File: src/rtl/seq_signed_divider_pkg.sv
// ---------------------------------------------------------------------------
// div_pkg : shared types and helpers for the sequential signed divider.
//   state_t        controller states
//   DIV_WIDTH      default operand width
//   cnt_bits()     iteration-counter width for a given operand width
//   CNT_W          counter width at the default operand width
//   negate()       two's-complement negation of a default-width word
//   sat_abs()      unsigned magnitude of a default-width signed word
// ---------------------------------------------------------------------------
package div_pkg;

   typedef enum logic [1:0] {
      IDLE   = 2'd0,
      DIVIDE = 2'd1,
      FIXUP  = 2'd2,
      DONE   = 2'd3
   } state_t;

   localparam int DIV_WIDTH = 8;

   function automatic int cnt_bits(input int w);
      return (w > 2) ? $clog2(w) : 1;
   endfunction

   localparam int CNT_W = cnt_bits(DIV_WIDTH);

   typedef logic [DIV_WIDTH-1:0] word_t;

   function automatic word_t negate(input word_t v);
      return ~v + word_t'(1);
   endfunction

   // The magnitude is read as unsigned, so the most-negative value maps to
   // 2^(W-1) exactly; nothing has to be clipped.
   function automatic word_t sat_abs(input word_t v);
      return v[DIV_WIDTH-1] ? negate(v) : v;
   endfunction

endpackage

File: src/rtl/seq_signed_divider_if.sv
// ---------------------------------------------------------------------------
// seq_signed_divider_if : operand and result handshakes of the divider.
//   in_valid/in_ready      operand handshake (dividend, divisor)
//   out_valid/out_ready    result handshake (quotient, remainder, flags)
//   master : operand producer / result consumer side
//   slave  : divider side
// ---------------------------------------------------------------------------
interface seq_signed_divider_if #(
   parameter int WIDTH = 8
);
   logic             in_valid;
   logic             in_ready;
   logic [WIDTH-1:0] dividend;
   logic [WIDTH-1:0] divisor;
   logic             out_valid;
   logic             out_ready;
   logic [WIDTH-1:0] quotient;
   logic [WIDTH-1:0] remainder;
   logic             div_by_zero;
   logic             overflow;

   modport master (
      output in_valid, dividend, divisor, out_ready,
      input  in_ready, out_valid, quotient, remainder, div_by_zero, overflow
   );

   modport slave (
      input  in_valid, dividend, divisor, out_ready,
      output in_ready, out_valid, quotient, remainder, div_by_zero, overflow
   );
endinterface

File: src/rtl/seq_signed_divider_adder.sv
// ---------------------------------------------------------------------------
// seq_signed_divider_adder : combinational W-bit adder with carry-in.
//   a_i, b_i   addends
//   cin_i      carry in
//   sum_o      a_i + b_i + cin_i, modulo 2^W
// Subtraction a - b is done by feeding b_i = ~b and cin_i = 1.
// ---------------------------------------------------------------------------
module seq_signed_divider_adder #(
   parameter int W = 9
) (
   input  logic [W-1:0] a_i,
   input  logic [W-1:0] b_i,
   input  logic         cin_i,
   output logic [W-1:0] sum_o
);
   assign sum_o = a_i + b_i + {{(W-1){1'b0}}, cin_i};
endmodule

File: src/rtl/seq_signed_divider.sv
// ---------------------------------------------------------------------------
// seq_signed_divider : multi-cycle signed divider, restoring shift/subtract,
// one quotient bit per clock. Quotient truncates toward zero, remainder takes
// the sign of the dividend.
//   clk      rising-edge clock
//   rst_n    asynchronous active-low reset
//   bus      seq_signed_divider_if.slave (operand and result handshakes)
// Latency: accept edge = 0, out_valid after edge WIDTH+1; divide-by-zero
// results appear after the accept edge itself.
// ---------------------------------------------------------------------------
module seq_signed_divider
   import div_pkg::*;
#(
   parameter int WIDTH = DIV_WIDTH
) (
   input  logic                 clk,
   input  logic                 rst_n,
   seq_signed_divider_if.slave  bus
);
   localparam int CNT_BITS = cnt_bits(WIDTH);
   localparam logic [WIDTH-1:0] MOST_NEG = {1'b1, {(WIDTH-1){1'b0}}};

   state_t              state_q;
   logic [CNT_BITS-1:0] cnt_q;
   logic [WIDTH-1:0]    rem_q;       // partial remainder (magnitude)
   logic [WIDTH-1:0]    dvd_q;       // dividend magnitude, shifts into quotient
   logic [WIDTH-1:0]    dvs_q;       // divisor magnitude
   logic                sign_q_q;    // quotient must be negated
   logic                sign_r_q;    // remainder must be negated
   logic                ovf_q;       // most-negative / -1 seen at accept
   logic                in_ready_q;
   logic                out_valid_q;
   logic [WIDTH-1:0]    quotient_q;
   logic [WIDTH-1:0]    remainder_q;
   logic                div_by_zero_q;
   logic                overflow_q;

   // Trial subtraction {rem, dvd MSB} - |divisor| at WIDTH+1 bits. The
   // partial remainder stays below |divisor| <= 2^(WIDTH-1), so the shifted
   // value fits and the top sum bit is the sign of the trial.
   logic [WIDTH:0] trial_a;
   logic [WIDTH:0] trial_b;
   logic [WIDTH:0] trial_sum;
   logic           trial_ge;

   assign trial_a  = {rem_q, dvd_q[WIDTH-1]};
   assign trial_b  = ~{1'b0, dvs_q};
   assign trial_ge = ~trial_sum[WIDTH];

   seq_signed_divider_adder #(
      .W (WIDTH + 1)
   ) u_adder (
      .a_i   (trial_a),
      .b_i   (trial_b),
      .cin_i (1'b1),
      .sum_o (trial_sum)
   );

   always_ff @(posedge clk or negedge rst_n) begin
      if (!rst_n) begin
         state_q       <= IDLE;
         cnt_q         <= '0;
         rem_q         <= '0;
         dvd_q         <= '0;
         dvs_q         <= '0;
         sign_q_q      <= 1'b0;
         sign_r_q      <= 1'b0;
         ovf_q         <= 1'b0;
         in_ready_q    <= 1'b1;
         out_valid_q   <= 1'b0;
         quotient_q    <= '0;
         remainder_q   <= '0;
         div_by_zero_q <= 1'b0;
         overflow_q    <= 1'b0;
      end else begin
         case (state_q)
            IDLE: begin
               if (bus.in_valid) begin
                  in_ready_q <= 1'b0;
                  dvd_q      <= bus.dividend[WIDTH-1] ? -bus.dividend : bus.dividend;
                  dvs_q      <= bus.divisor[WIDTH-1]  ? -bus.divisor  : bus.divisor;
                  sign_q_q   <= bus.dividend[WIDTH-1] ^ bus.divisor[WIDTH-1];
                  sign_r_q   <= bus.dividend[WIDTH-1];
                  ovf_q      <= (bus.dividend == MOST_NEG) && (bus.divisor == '1);
                  rem_q      <= '0;
                  cnt_q      <= CNT_BITS'(WIDTH - 1);
                  if (bus.divisor == '0) begin
                     // No iterations needed: publish the fixed result now.
                     quotient_q    <= '1;
                     remainder_q   <= bus.dividend;
                     div_by_zero_q <= 1'b1;
                     overflow_q    <= 1'b0;
                     out_valid_q   <= 1'b1;
                     state_q       <= DONE;
                  end else begin
                     state_q <= DIVIDE;
                  end
               end
            end

            DIVIDE: begin
               // Restore simply means keeping the shifted value unchanged.
               rem_q <= trial_ge ? trial_sum[WIDTH-1:0] : trial_a[WIDTH-1:0];
               dvd_q <= {dvd_q[WIDTH-2:0], trial_ge};
               if (cnt_q == '0) begin
                  state_q <= FIXUP;
               end else begin
                  cnt_q <= cnt_q - 1'b1;
               end
            end

            FIXUP: begin
               // For most-negative / -1 the magnitude 2^(WIDTH-1) with no
               // negation already reads back as the most-negative value.
               quotient_q    <= sign_q_q ? -dvd_q : dvd_q;
               remainder_q   <= sign_r_q ? -rem_q : rem_q;
               div_by_zero_q <= 1'b0;
               overflow_q    <= ovf_q;
               out_valid_q   <= 1'b1;
               state_q       <= DONE;
            end

            DONE: begin
               if (bus.out_ready) begin
                  out_valid_q <= 1'b0;
                  in_ready_q  <= 1'b1;
                  state_q     <= IDLE;
               end
            end

            default: state_q <= IDLE;
         endcase
      end
   end

   assign bus.in_ready    = in_ready_q;
   assign bus.out_valid   = out_valid_q;
   assign bus.quotient    = quotient_q;
   assign bus.remainder   = remainder_q;
   assign bus.div_by_zero = div_by_zero_q;
   assign bus.overflow    = overflow_q;

endmodule

File: src/flat_wrapper.sv
// flat-port wrapper written by rule: the top's interface ports become plain ports
module seq_signed_divider_flat import div_pkg::*;
#(
   parameter int WIDTH = DIV_WIDTH
)
  (clk, rst_n, bus_in_valid, bus_dividend, bus_divisor, bus_out_ready, bus_in_ready, bus_out_valid, bus_quotient, bus_remainder, bus_div_by_zero, bus_overflow);
  seq_signed_divider_if #(.WIDTH(WIDTH)) bus_i ();
  input  logic clk;
  input  logic rst_n;
  input wire logic [$bits(bus_i.in_valid)-1:0] bus_in_valid;
  input wire logic [$bits(bus_i.dividend)-1:0] bus_dividend;
  input wire logic [$bits(bus_i.divisor)-1:0] bus_divisor;
  input wire logic [$bits(bus_i.out_ready)-1:0] bus_out_ready;
  output wire logic [$bits(bus_i.in_ready)-1:0] bus_in_ready;
  output wire logic [$bits(bus_i.out_valid)-1:0] bus_out_valid;
  output wire logic [$bits(bus_i.quotient)-1:0] bus_quotient;
  output wire logic [$bits(bus_i.remainder)-1:0] bus_remainder;
  output wire logic [$bits(bus_i.div_by_zero)-1:0] bus_div_by_zero;
  output wire logic [$bits(bus_i.overflow)-1:0] bus_overflow;
  assign bus_i.in_valid = bus_in_valid;
  assign bus_i.dividend = bus_dividend;
  assign bus_i.divisor = bus_divisor;
  assign bus_i.out_ready = bus_out_ready;
  assign bus_in_ready = bus_i.in_ready;
  assign bus_out_valid = bus_i.out_valid;
  assign bus_quotient = bus_i.quotient;
  assign bus_remainder = bus_i.remainder;
  assign bus_div_by_zero = bus_i.div_by_zero;
  assign bus_overflow = bus_i.overflow;
  seq_signed_divider #(.WIDTH(WIDTH)) u_core (.clk(clk), .rst_n(rst_n), .bus(bus_i));
endmodule
File: config.mk
export PLATFORM = sky130hd
export DESIGN_NAME = seq_signed_divider_flat
export DESIGN_NICKNAME = d
export VERILOG_FILES = /design/src/rtl/seq_signed_divider_pkg.sv /design/src/rtl/seq_signed_divider_if.sv /design/src/rtl/seq_signed_divider_adder.sv /design/src/rtl/seq_signed_divider.sv /design/src/flat_wrapper.sv
export SDC_FILE = /design/constraint.sdc
export NUM_CORES = 1
export LEC_CHECK = 0
export ABC_AREA = 1
export CAP_MARGIN = 5
export CORE_MARGIN = 2
export CORE_UTILIZATION = 40
export DETAILED_ROUTE_END_ITERATION = 12
export PLACE_DENSITY = 0.58
export SYNTH_ARGS = -nofsm -noshare
export SYNTH_HDL_FRONTEND = slang
export SYNTH_SLANG_ARGS = --single-unit
File: constraint.sdc
create_clock -name clk -period 2.2 [get_ports clk]
set_input_delay 0.44 -clock clk [delete_from_list [all_inputs] [get_ports clk]]
set_output_delay 0.44 -clock clk [all_outputs]
set_load 0.01 [all_outputs]
==> metrics.md <==
| Metric | Value |
|---|---|
| Initial Util | `0.412` |
| Num ports | `40` |
| EDFF count, synth | `0` |
| Syn Area/Cell | `7.27 sq um` |
| Count of final setup violators | `0` |
| Total core area | `8680 sq um` |
| DP HPWL | `6710 um` |
| Inserted Clock Buffers | `5` |
| Worst Path Arrival | `2.20 ns` |
| Syn_nets | `534` |
| Dominant synthesized flop cell | `dfrtp_1` |
| Hold Vio Cnt, Final | `0` |
| Antenna-violating nets left | `0` |
| Area grow syn2layout | `18.3%` |
| Site Rows | `34` |
| Vias in the first global route | `3,092` |
| Die area | `9720 sq um` |
| Area contributors post-synth | `dfrtp_1, nand2_1, ha_1, inv_1, nand3_1` |
| CP cell instances | `inv_1 -> ha_1 -> fa_2 -> inv_1 -> nand2_1 -> nand2_2 -> nand3_2 -> nand2_2 -> nand2_4 -> nand2_4 -> nand2_1 -> nand3_1 -> nand2_1` |
| Most common cell after layout, fill and taps aside | `nand2_1` |
| Critical path startpoint category | `flop` |
| Slew at the pin closest to its max-slew limit | `0.555 ns` |
| Global route overflow | `0` |
| DIE WIDTH | `98.6 um` |
| Worst min path class | `primary input to asynchronous set/reset pin` |
| Reg clk slew, reported paths | `0.10 ns` |
| Post-route cell area | `4230 sq um` |
| Int Power | `3380 uW` |
| Tcrit/Tclk final | `0.913` |
| Status | `finished clean` |
| Crit Path Category | `flop to flop` |
| CTS tree | `done` |
| Sequential cell area | `1300 sq um` |
| Critical path endpoint category | `flop` |
| H-tree Lvls | `2` |
| Wirelength per Cell | `13.2 um` |
| Largest net degree at the start of global routing | `53` |
| Post-Route WL | `8520 um` |
| Synth warn | `0` |
| Fmax | `498 MHz` |
| Hold WS | `0.0959 ns` |
| Pwr/cell area | `1570 nW/um^2` |
| Die Height | `98.6 um` |
| CP max stage delay | `0.37 ns` |
| Dominant cell type by area after synthesis | `dfrtp_1` |
| Clk sink count | `52` |
| Net load switching power | `3260 uW` |
| Register bit count reported by yosys | `52` |
| Post-synth cell types | `35` |
| Final Max Slew Viols | `0` |
| 1st-iter DRT viols | `108` |
| Total GRT Usage | `0.186` |
| Number of fill cells in the layout | `915` |
| Initial antenna violation count | `0` |
| Clk_lat worst skew | `0.31 ns` |
| Most frequent cells in the layout | `nand2_1, inv_1, dfrtp_1, nand3_1, clkdlybuf4s50_1` |
| Critical path required time | `2.39 ns` |
| Setup TNS Final | `0 ns` |
| Clock share of power | `0.083` |
| Leakage power | `0.00215 uW` |
| # Post-CTS Setup Buffers | `0` |
| Drt drc | `0` |
| RSZ-0062 raised after global routing | `false` |
| TritonRoute pass-1 iters | `4` |
| Sw Ratio | `0.491` |
| # Max-Cap Violations | `0` |
| R2R setup slack | `0.19 ns` |
| Post-Syn Instances | `492` |
| Post-placement cell area | `4140 sq um` |
| Worst-path maximum fanout | `9` |
| Relative max-transition margin | `0.629` |
| Layout cells sized above 1 | `0.0963` |
| Input/output buffers | `39` |
| Reg2reg end | `u_core.rem_q[4]` |
| Fin nets | `581` |
| CP max-delay cell | `dfrtp_1` |
| Post-Syn Area | `3580 sq um` |
| Multi-input gate area | `1950 sq um` |
| Fin Clk Skew | `0.0189 ns` |
| Gate power share | `0.648` |
| Longest Clk Path Bufs | `2` |
| Post-synth top area share | `0.357` |
| Peak supply drop | `0.616 mV` |
| CTS root buf | `clkbuf_8` |
| R2R depth | `13` |
| Seq/Total Area, Yosys | `0.364` |
| Final Wtd Congestion | `0.869` |
| Vias per cell | `4.91` |
| Routed via count | `3,180` |
| Reg-to-Reg Start | `u_core.dvd_q[7]` |
| CP most frequent cell | `nand2_1` |
| Part of the power in registers | `0.270` |
| First-pass GRT wire length | `14,700 um` |
| Min cycle time layout | `2.01 ns` |
| Ys async rst share | `1.00` |
| Inserted Diodes | `0` |
worst max-delay path, delay by kind of cell, from the launching register on:
kind,cells,cell delay (ns)
AND/OR/NAND/NOR,9,0.82
buffers and inverters,2,0.13
adder cells (fa/ha/maj),2,0.58
flip-flops,1,0.37
routing by layer:
layer  vias up  wire length, um  track usage
met5         -                0            0
met4         0               91       0.0485
met3         6              322       0.0284
met2        58             3810        0.298
met1      1439             4300        0.264
li1       1677                -            -
cells in the mapped netlist (2+ instances only):
cell type	n
clkbuf_1	3
o211ai_1	3
buf_2	7
nand2_1	144
o21ai_0	30
xor2_1	9
o21ai_1	5
nand2_2	6
a21oi_4	2
nand3b_1	2
inv_1	67
a22oi_1	4
a21oi_1	20
nor3_1	5
buf_6	2
or2_2	4
xnor2_1	4
nor2_1	34
nand3_1	43
o21ai_2	6
dfrtp_1	51
nand2_4	3
ha_1	21
nand4_1	6
area by class of cell:
type,count,share of cell area
clock inverter,2,0.00325
inverter,69,0.0615
tap,108,0.0319
clock buffer,6,0.0171
timing repair buffer,52,0.117
multi-input combinational,359,0.461
sequential,52,0.308
worst max-delay path by stage:
stage | startpoint | endpoint | slack (ns) | cells past startpoint
floorplan | u_core.dvd_q[7] | u_core.rem_q[7] | 0.38 | 13
global placement | bus_divisor[0] | u_core.bus.remainder[0] | 0.16 | 11
detailed placement | bus_divisor[0] | u_core.bus.remainder[0] | 0.11 | 11
CTS | u_core.dvd_q[7] | u_core.rem_q[4] | 0.13 | 13
global route | u_core.dvd_q[7] | u_core.rem_q[2] | 0.01 | 13
finish | u_core.dvd_q[7] | u_core.rem_q[4] | 0.19 | 13
timing repair:
action                     in CTS  in global routing
gates resized for setup         0                  2
setup endpoints to repair       0                  6
hold buffers                    0                  0
power by group through the flow:
stage	clock network (uW)	logic (uW)	registers [uW]
after global routing	614	4910	1860
after detailed placement	0	4290	1810
after floorplan	0	3110	1760
after CTS	574	4310	1800
after global placement	0	4230	1810
final	549	4300	1790
logic make-up (layout without fill, tap and decap cells):
logic type	count (synthesis)	after routing	share of synthesized area
XOR/XNOR	13	13	0.0318
adder cells (fa/ha/maj)	22	22	0.0790
AND/OR/NAND/NOR	253	253	0.315
buffers and inverters	81	129	0.0920
flip-flops	52	52	0.364
AO/OA/AOI/OAI	71	71	0.118
stage by stage:
stage	utilization	worst slack, ns	total power [uW]	cells
after floorplan	-	0.380	4870	492
after global placement	0.477	0.165	6040	640
after detailed placement	0.477	0.109	6100	640
after CTS	0.487	0.128	6680	648
after global routing	0.488	0.0125	7390	648
final	0.488	0.192	6640	648
state kept, by name, indices dropped and copies added (netlist names):
| register | flops |
|---|---|
| u_core.bus.div_by_zero | 1 |
| u_core.bus.in_ready | 1 |
| u_core.bus.out_valid | 1 |
| u_core.bus.overflow | 1 |
| u_core.bus.quotient | 8 |
| u_core.bus.remainder | 8 |
| u_core.cnt_q | 3 |
| u_core.dvd_q | 8 |
| u_core.dvs_q | 8 |
| u_core.ovf_q | 1 |
| u_core.rem_q | 8 |
| u_core.sign_q_q | 1 |
| u_core.sign_r_q | 1 |
| u_core.state_q | 2 |
Power figures use the tool's default switching activity.
